### config.mk
export PLATFORM = sky130hd
export DESIGN_NAME = upcoin_spi_master
export DESIGN_NICKNAME = d
export VERILOG_FILES = /design/src/rtl/upcoin_pkg.sv /design/src/rtl/upcoin_sck_gen.sv /design/src/rtl/upcoin_spi_master.sv
export SDC_FILE = /design/constraint.sdc
export NUM_CORES = 2
export LEC_CHECK = 0
export CORE_AREA = 4 4 305 307
export CTS_CLUSTER_SIZE = 30
export DETAILED_ROUTE_END_ITERATION = 10
export DIE_AREA = 0 0 309 311
export PLACE_DENSITY = 0.81
export SETUP_SLACK_MARGIN = 0.3
export SYNTH_ARGS = -nofsm -noshare
export SYNTH_HDL_FRONTEND = slang
export SYNTH_SLANG_ARGS = --single-unit
### constraint.sdc
create_clock -name clk -period 26 [get_ports clk]
set_clock_uncertainty 0.15 [all_clocks]
set_input_delay 5.2 -clock clk [delete_from_list [all_inputs] [get_ports clk]]
set_output_delay 5.2 -clock clk [all_outputs]
set_load 0.02 [all_outputs]
### src/rtl/upcoin_pkg.sv
// Shared types and sizes for the uPcoin SHA-256 host-side SPI master.
package upcoin_pkg;

  localparam int MSG_BITS  = 512;
  localparam int HASH_BITS = 256;

  typedef enum logic [3:0] {
    IDLE,
    LOAD,
    SHIFT,
    KICK,
    NEXT,
    RELEASE,
    WAIT_DONE,
    READ,
    FIN
  } spi_state_t;

endpackage

### src/rtl/upcoin_sck_gen.sv
// SPI clock divider: sck toggles every CLK_DIV clk cycles while enabled, with
// registered one-cycle strobes that coincide with the new sck level.
module upcoin_sck_gen #(
  parameter int CLK_DIV = 4
) (
  input  logic clk,
  input  logic reset,
  input  logic en,
  output logic sck,
  output logic rise,
  output logic fall
);

  localparam int DIV_W = (CLK_DIV > 2) ? $clog2(CLK_DIV) : 1;

  logic [DIV_W-1:0] div;

  always_ff @(posedge clk) begin
    if (reset || !en) begin
      div  <= '0;
      sck  <= 1'b0;
      rise <= 1'b0;
      fall <= 1'b0;
    end else begin
      rise <= 1'b0;
      fall <= 1'b0;
      if (div == DIV_W'(CLK_DIV - 1)) begin
        div  <= '0;
        sck  <= ~sck;
        rise <= ~sck;
        fall <= sck;
      end else begin
        div <= div + 1'b1;
      end
    end
  end

endmodule

### src/rtl/upcoin_spi_master.sv
// Host-side SPI master feeding 512-bit blocks into the uPcoin SHA-256 core and reading back the digest.
// Optional WAIT_DONE watchdog enabled by defining UPCOIN_SPI_TIMEOUT_EN.
module upcoin_spi_master
  import upcoin_pkg::*;
#(
  parameter int CLK_DIV   = 4,
  parameter int HASH_WAIT = 80,
  parameter int TIMEOUT   = 256
) (
  input  logic                 clk,
  input  logic                 reset,
  input  logic                 blk_valid,
  output logic                 blk_ready,
  input  logic [MSG_BITS-1:0]  block,
  input  logic                 blk_last,
  output logic [HASH_BITS-1:0] hash,
  output logic                 hash_valid,
  output logic                 busy,
  output logic                 sck,
  output logic                 sdo,
  input  logic                 sdi,
  output logic                 block_load,
  output logic                 message_load,
  input  logic                 done
`ifdef UPCOIN_SPI_TIMEOUT_EN
  ,
  output logic                 timeout
`endif
);

  localparam int WAIT_MAX = (HASH_WAIT > TIMEOUT) ? HASH_WAIT : TIMEOUT;
  localparam int WAIT_W   = $clog2(WAIT_MAX + 1);

  spi_state_t            state;
  logic [8:0]            bit_cnt;
  logic [WAIT_W-1:0]     wait_cnt;
  logic                  last_q;
  logic [MSG_BITS-1:0]   shift;
  logic [HASH_BITS-1:0]  hash_sr;
  logic                  sck_en;
  logic                  rise;
  logic                  fall;
  logic                  accept;

  assign accept = blk_valid && blk_ready;
  assign sck_en = (state == SHIFT) || (state == READ);

  upcoin_sck_gen #(
    .CLK_DIV(CLK_DIV)
  ) u_sck_gen (
    .clk  (clk),
    .reset(reset),
    .en   (sck_en),
    .sck  (sck),
    .rise (rise),
    .fall (fall)
  );

  // Datapath: block shifter and digest collector carry no reset.
  always_ff @(posedge clk) begin
    if (accept) begin
      shift <= block;
    end else if (state == SHIFT && fall) begin
      shift <= {shift[MSG_BITS-2:0], 1'b0};
    end
    if (state == READ && rise) begin
      hash_sr <= {hash_sr[HASH_BITS-2:0], sdi};
    end
  end

  always_ff @(posedge clk) begin
    if (reset) begin
      state        <= IDLE;
      bit_cnt      <= '0;
      wait_cnt     <= '0;
      last_q       <= 1'b0;
      blk_ready    <= 1'b0;
      busy         <= 1'b0;
      hash_valid   <= 1'b0;
      hash         <= '0;
      sdo          <= 1'b0;
      block_load   <= 1'b0;
      message_load <= 1'b0;
`ifdef UPCOIN_SPI_TIMEOUT_EN
      timeout      <= 1'b0;
`endif
    end else begin
      hash_valid <= 1'b0;
`ifdef UPCOIN_SPI_TIMEOUT_EN
      timeout    <= 1'b0;
`endif
      case (state)
        IDLE: begin
          blk_ready <= 1'b1;
          if (accept) begin
            blk_ready    <= 1'b0;
            last_q       <= blk_last;
            busy         <= 1'b1;
            message_load <= 1'b1;
            block_load   <= 1'b1;
            state        <= LOAD;
          end
        end
        NEXT: begin
          if (accept) begin
            blk_ready  <= 1'b0;
            last_q     <= blk_last;
            block_load <= 1'b1;
            state      <= LOAD;
          end
        end
        LOAD: begin
          sdo     <= shift[MSG_BITS-1];
          bit_cnt <= '0;
          state   <= SHIFT;
        end
        // The first bit is already on sdo; each fall presents the next one.
        SHIFT: begin
          if (fall) begin
            sdo     <= shift[MSG_BITS-2];
            bit_cnt <= bit_cnt + 1'b1;
            if (bit_cnt == 9'd511) begin
              sdo        <= 1'b0;
              block_load <= 1'b0;
              wait_cnt   <= '0;
              state      <= KICK;
            end
          end
        end
        KICK: begin
          if (wait_cnt == WAIT_W'(HASH_WAIT - 1)) begin
            wait_cnt <= '0;
            if (last_q) begin
              message_load <= 1'b0;
              state        <= RELEASE;
            end else begin
              blk_ready <= 1'b1;
              state     <= NEXT;
            end
          end else begin
            wait_cnt <= wait_cnt + 1'b1;
          end
        end
        RELEASE: begin
          wait_cnt <= '0;
          state    <= WAIT_DONE;
        end
        WAIT_DONE: begin
          if (done) begin
            bit_cnt <= '0;
            state   <= READ;
          end
`ifdef UPCOIN_SPI_TIMEOUT_EN
          else if (wait_cnt == WAIT_W'(TIMEOUT - 1)) begin
            timeout <= 1'b1;
            busy    <= 1'b0;
            state   <= IDLE;
          end else begin
            wait_cnt <= wait_cnt + 1'b1;
          end
`endif
        end
        // The core presents each digest bit before the rise that samples it.
        READ: begin
          if (fall) begin
            bit_cnt <= bit_cnt + 1'b1;
            if (bit_cnt == 9'd255) begin
              bit_cnt    <= '0;
              hash       <= hash_sr;
              hash_valid <= 1'b1;
              busy       <= 1'b0;
              state      <= FIN;
            end
          end
        end
        FIN: begin
          state <= IDLE;
        end
        default: begin
          state <= IDLE;
        end
      endcase
    end
  end

endmodule

After elaboration in Yosys (flattened, before gate mapping)
Index checks and enable logic that the tools add are counted.

Flip-flop bits (word level): 1058. Bits of input ports: 518. Output and inout port bits: 263. Word-level logic and storage cells: 114.

Add/sub/neg operators: 3. Equality and inequality tests: 22. Multiplexer cells: 39. Bitwise logic cells: 4. Reductions and logical operators: 29.

Operator list (count): 512-bit two-way mux (2); 9-bit two-way mux (7); 9-bit one-hot mux with 4 select lines (1); 4-bit two-way mux (7); 4-bit one-hot mux with 7 select lines (1); 9-bit one-hot mux with 3 select lines (1); 4-bit AND reduction (5); 9-bit by 1-bit adder with 9-bit output (second input constant) (2); 4-bit by 3-bit equality test with 1-bit output (second input constant) (4); 1-bit two-way mux (15); 2-bit inequality test (second input constant) (6); 2-bit by 1-bit inequality test with 1-bit output (second input constant) (5); 2-bit nonzero test (5); 9-bit by 7-bit equality test with 1-bit output (second input constant) (1); 9-bit by 8-bit equality test with 1-bit output (second input constant) (1); 9-bit equality test (second input constant) (1); 4-bit by 2-bit equality test with 1-bit output (second input constant) (2); 1-bit one-hot mux with 2 select lines (4); 7-bit AND reduction (1); 3-bit AND reduction (2); 3-bit nonzero test (2); 2-bit OR reduction (3); 4-bit by 1-bit equality test with 1-bit output (second input constant) (1); 4-bit zero test (1); other kinds (10) (17).

Logic depth before layout (Yosys ltp)
Depth in word-level cells: 5. Depth in mapped cells: 9. Gate-level depth less buffers: 8.

Hierarchy
A second synthesis with hierarchy kept.

Cells, all modules: 2676. Area, all modules: 39604.2 um^2.

By module, submodules not included: upcoin_spi_master (times used 1, cells an instance 2662, area each 39437.8 um^2, sequential area each 28767.6 um^2); upcoin_sck_gen (times used 1, cells an instance 14, area each 166.4 um^2, sequential area each 100.1 um^2).

Worst setup path after synthesis
No wires, ideal clock.

Path type: input to register. Start point: input blk_valid. End point: register shift[0] (enable). Setup time: 3625 ps. Data arrival time: 14258 ps. Required time: 22225 ps. Setup slack: 7967 ps. Cell stages on the path: 4. Path buffers: 2. Cells stage by stage: nand2_1 > clkbuf_1 > clkbuf_1 > nand2_1.

Cells in the longest elaborated chain, start to end: 2.

RTL lines: start, declared (RTL line upcoin_spi_master.sv:12) `input logic blk_valid,`; 1-bit logical AND (RTL line upcoin_spi_master.sv:45) `assign accept = blk_valid && blk_ready;`; 2-bit nonzero test (no source line); end signal, assigned (RTL line upcoin_spi_master.sv:62) `shift <= block;`; end signal, assigned (RTL line upcoin_spi_master.sv:64) `shift <= {shift[MSG_BITS-2:0], 1'b0};`; end, declared (RTL line upcoin_spi_master.sv:38) `logic [MSG_BITS-1:0] shift;`.

Every way passes these cells. A chain may end at the register's enable or synchronous reset.

Worst setup path after layout
Start point: input blk_valid. End point: register shift[117] (enable).

The elaborated chain is that of the path after synthesis.

==> out/summary.txt <==
site row count - 110
crit-path most repeated cell - buf_4
post-DP HPWL - 74200 microns
GRT Total Usage - 22.3%
fin crit share - 41.2%
CTS Buf Count - 105
Core Region - 90000 sq um
grt ovf - 0
ys flop type - edfxtp_1
nets - 4977
clk_lat worst skew - 700 ps
initial DRC count - 3323
Seq cells post-synth - 1058
CP max FO - 86
layout cells sized above 1 - 4.27%
WS Path Type - input port to flop
Seq/Total Area, Yosys - 72.4%
Setup crit end kind - flop
Routed Antenna Nets - 0
element type at the critical path start - input port
clk buf depth - 3
CTS tree - yes
Routed WL - 112000 microns
final setup fails - 0
PortBufs - 780
cts repair resizes - 0
worst-path cell chain - clkdlybuf4s50_1 -> nand2_4 -> nand2_4 -> buf_4 -> buf_4 -> buf_4 -> buf_4
hold path depth - 0
unrepaired setup endpoints after global routing - false
# H-tree levels - 3
Wirelength per Cell - 19.5 microns
post-CTS setup repair buffer count - 0
clk root buf - clkbuf_16
peak supply drop - 0.0659 mV
# DRC - 0
Syn Inst Count - 3755
post-DR vias/cell - 5.07
chip height - 311 microns
CP Buf/Inv Count - 5
DIE WIDTH - 309 microns
worst hold slack - 272 ps
Slew Limit Fails - 0
cell area after synthesis - 39900 sq um
cell leakage power - 0.0187 uW
FFs w/ async S/R, synth - 0%
initial antenna violation count - 50
Pwr Density - 82.8 nW/um^2
Placer Congestion - 0.852
crit-path leading delay family - buffers and inverters
largest net degree at the start of global routing - 230
R2R depth - 7
Post-Syn Nets - 4279
Top-Level Pins - 781
max frequency - 93.4 MHz
die area - 96100 sq um
Distinct cells, synth - 56
first-pass GRT wire length - 166000 microns
vias in the first global route - 29.0k
R2R Setup Slk - 19520 ps
Starting Density - 44.3%
Setup TNS Final - 0 ps
Max Cap Viol - 0
DR vias - 29.2k
Worst Max-Slew Pin Slew - 1170 ps
Avg Cell Area, Syn - 10.6 sq um
Post-synth EDFFs - 768
Slowest-stage cell, CP - buf_4
outcome - finished, final reports clean
WP data required - 26120 ps
critical path data arrival time - 10830 ps
Clock transition at path regs - 70 ps
Slew HR - 22.3%
Final Hold Viols - 0
post-layout min period - 10700 ps
critical path depth - 7
TritonRoute pass-1 iters - 6
area grow syn2layout - 30.6%
max incr delay on CP - 960 ps
Worst Hold Class - flop to flop
hold buffer count at CTS - 0
Yosys Warn Count - 0
Clock Sinks - 1058
## registers in the layout, summed over array words and instances, names as in the netlist, 2 cells and up
register,cells
bit_cnt,9
hash,256
hash_sr,256
shift,512
state,4
u_sck_gen.div,2
wait_cnt,9
## power by group
| group | leakage, uW | switching (uW) | internal, uW | total (uW) |
|---|---|---|---|---|
| clock | 0.00170 | 664 | 839 | 1500 |
| sequential | 0.00870 | 60.9 | 2100 | 2160 |
| combinational | 0.00834 | 428 | 222 | 650 |
| total | 0.0187 | 1150 | 3160 | 4310 |
## layout by cell type (no fill, tap or decap), drive strengths merged, types with 4 or more instances in the layout
master	count
a21oi	276
nand2b	4
inv	13
and4	4
bufinv	6
dfxtp	290
ha	6
nand4	4
buf	22
clkinv	56
nand2	2062
clkbuf	133
o31ai	6
nand3	10
nor2	13
o21ai	16
diode	31
or3	12
nor3b	4
and3	5
nand3b	5
and2	4
clkdlybuf4s50	779
edfxtp	768
## path summary, 6_finish.rpt
path / startpoint / endpoint
max: blk_valid / shift[117]
min: hash_sr[207] / hash_sr[208]
max reg2reg: state[1] / shift[117]
min reg2reg: hash_sr[207] / hash_sr[208]
## routing by layer
| metal | vias up | global-route usage, % | part of all wire (%) |
|---|---|---|---|
| met5 | - | 0 | 0.21 |
| met4 | 32 | 12.1 | 5.3 |
| met3 | 302 | 9.41 | 11 |
| met2 | 1231 | 34.7 | 46 |
| met1 | 13800 | 26.3 | 37 |
| li1 | 13800 | - | - |
## logic make-up (layout without fill, tap and decap cells)
logic type               count (synthesis)  count (layout)  synth area share (%)
multiplexers                             4               4                 0.104
AND/OR/NAND/NOR                       2146            2146                  20.7
AO/OA/AOI/OAI                          318             318                  4.26
other                                    0              31                     0
flip-flops                            1058            1058                  72.4
adder cells (fa/ha/maj)                  6               6                 0.188
XOR/XNOR                                 3               3                0.0848
buffers and inverters                  220            1010                  2.22
## Yosys cell counts (all sizes together) (2+ instances only)
master / instances / share of area, %
mux2i: 3 / 0.075
or3: 12 / 0.19
inv: 9 / 0.085
nand2: 2062 / 19
o22ai: 3 / 0.047
dfxtp: 290 / 15
nand3: 10 / 0.13
and4: 4 / 0.088
nor2: 13 / 0.12
o21ai: 16 / 0.20
nor2b: 3 / 0.047
a21oi: 276 / 3.5
buf: 52 / 0.63
o211a: 2 / 0.050
o31ai: 6 / 0.14
nor4: 3 / 0.063
or4: 2 / 0.038
nand2b: 4 / 0.063
a221o: 2 / 0.050
clkbuf: 159 / 1.5
or3b: 2 / 0.044
and3: 5 / 0.078
nand4: 4 / 0.063
xnor2: 2 / 0.063
nor3b: 4 / 0.075
and2: 4 / 0.063
nor3: 3 / 0.038
edfxtp: 768 / 58
nand3b: 5 / 0.094
ha: 6 / 0.19
o21a: 3 / 0.056
## per-stage QoR
stage / cell area [sq um] / util (%) / cells / total power [uW] / setup WS [ps]
2_1_floorplan: 39900 / - / 3755 / 2700 / 7970
3_3_place_gp: 48500 / 53.9 / 5522 / 2810 / 14780
3_5_place_dp: 48500 / 53.9 / 5522 / 2840 / 14660
4_1_cts: 52000 / 57.8 / 5721 / 4340 / 15370
5_1_grt: 52000 / 57.8 / 5739 / 4510 / 14980
6_report: 52100 / 57.8 / 5752 / 4310 / 15300
## area by class of cell
type | count | area, sq um
Inverter | 9 | 33.8
Multi-Input combinational cell | 2477 | 10100
Tap cell | 1176 | 1470
Timing Repair Buffer | 802 | 8030
Sequential cell | 1058 | 28900
Fill cell | 7019 | 37900
Clock inverter | 67 | 622
Antenna cell | 31 | 77.6
Clock buffer | 132 | 2830
Power figures use the tool's default switching activity.
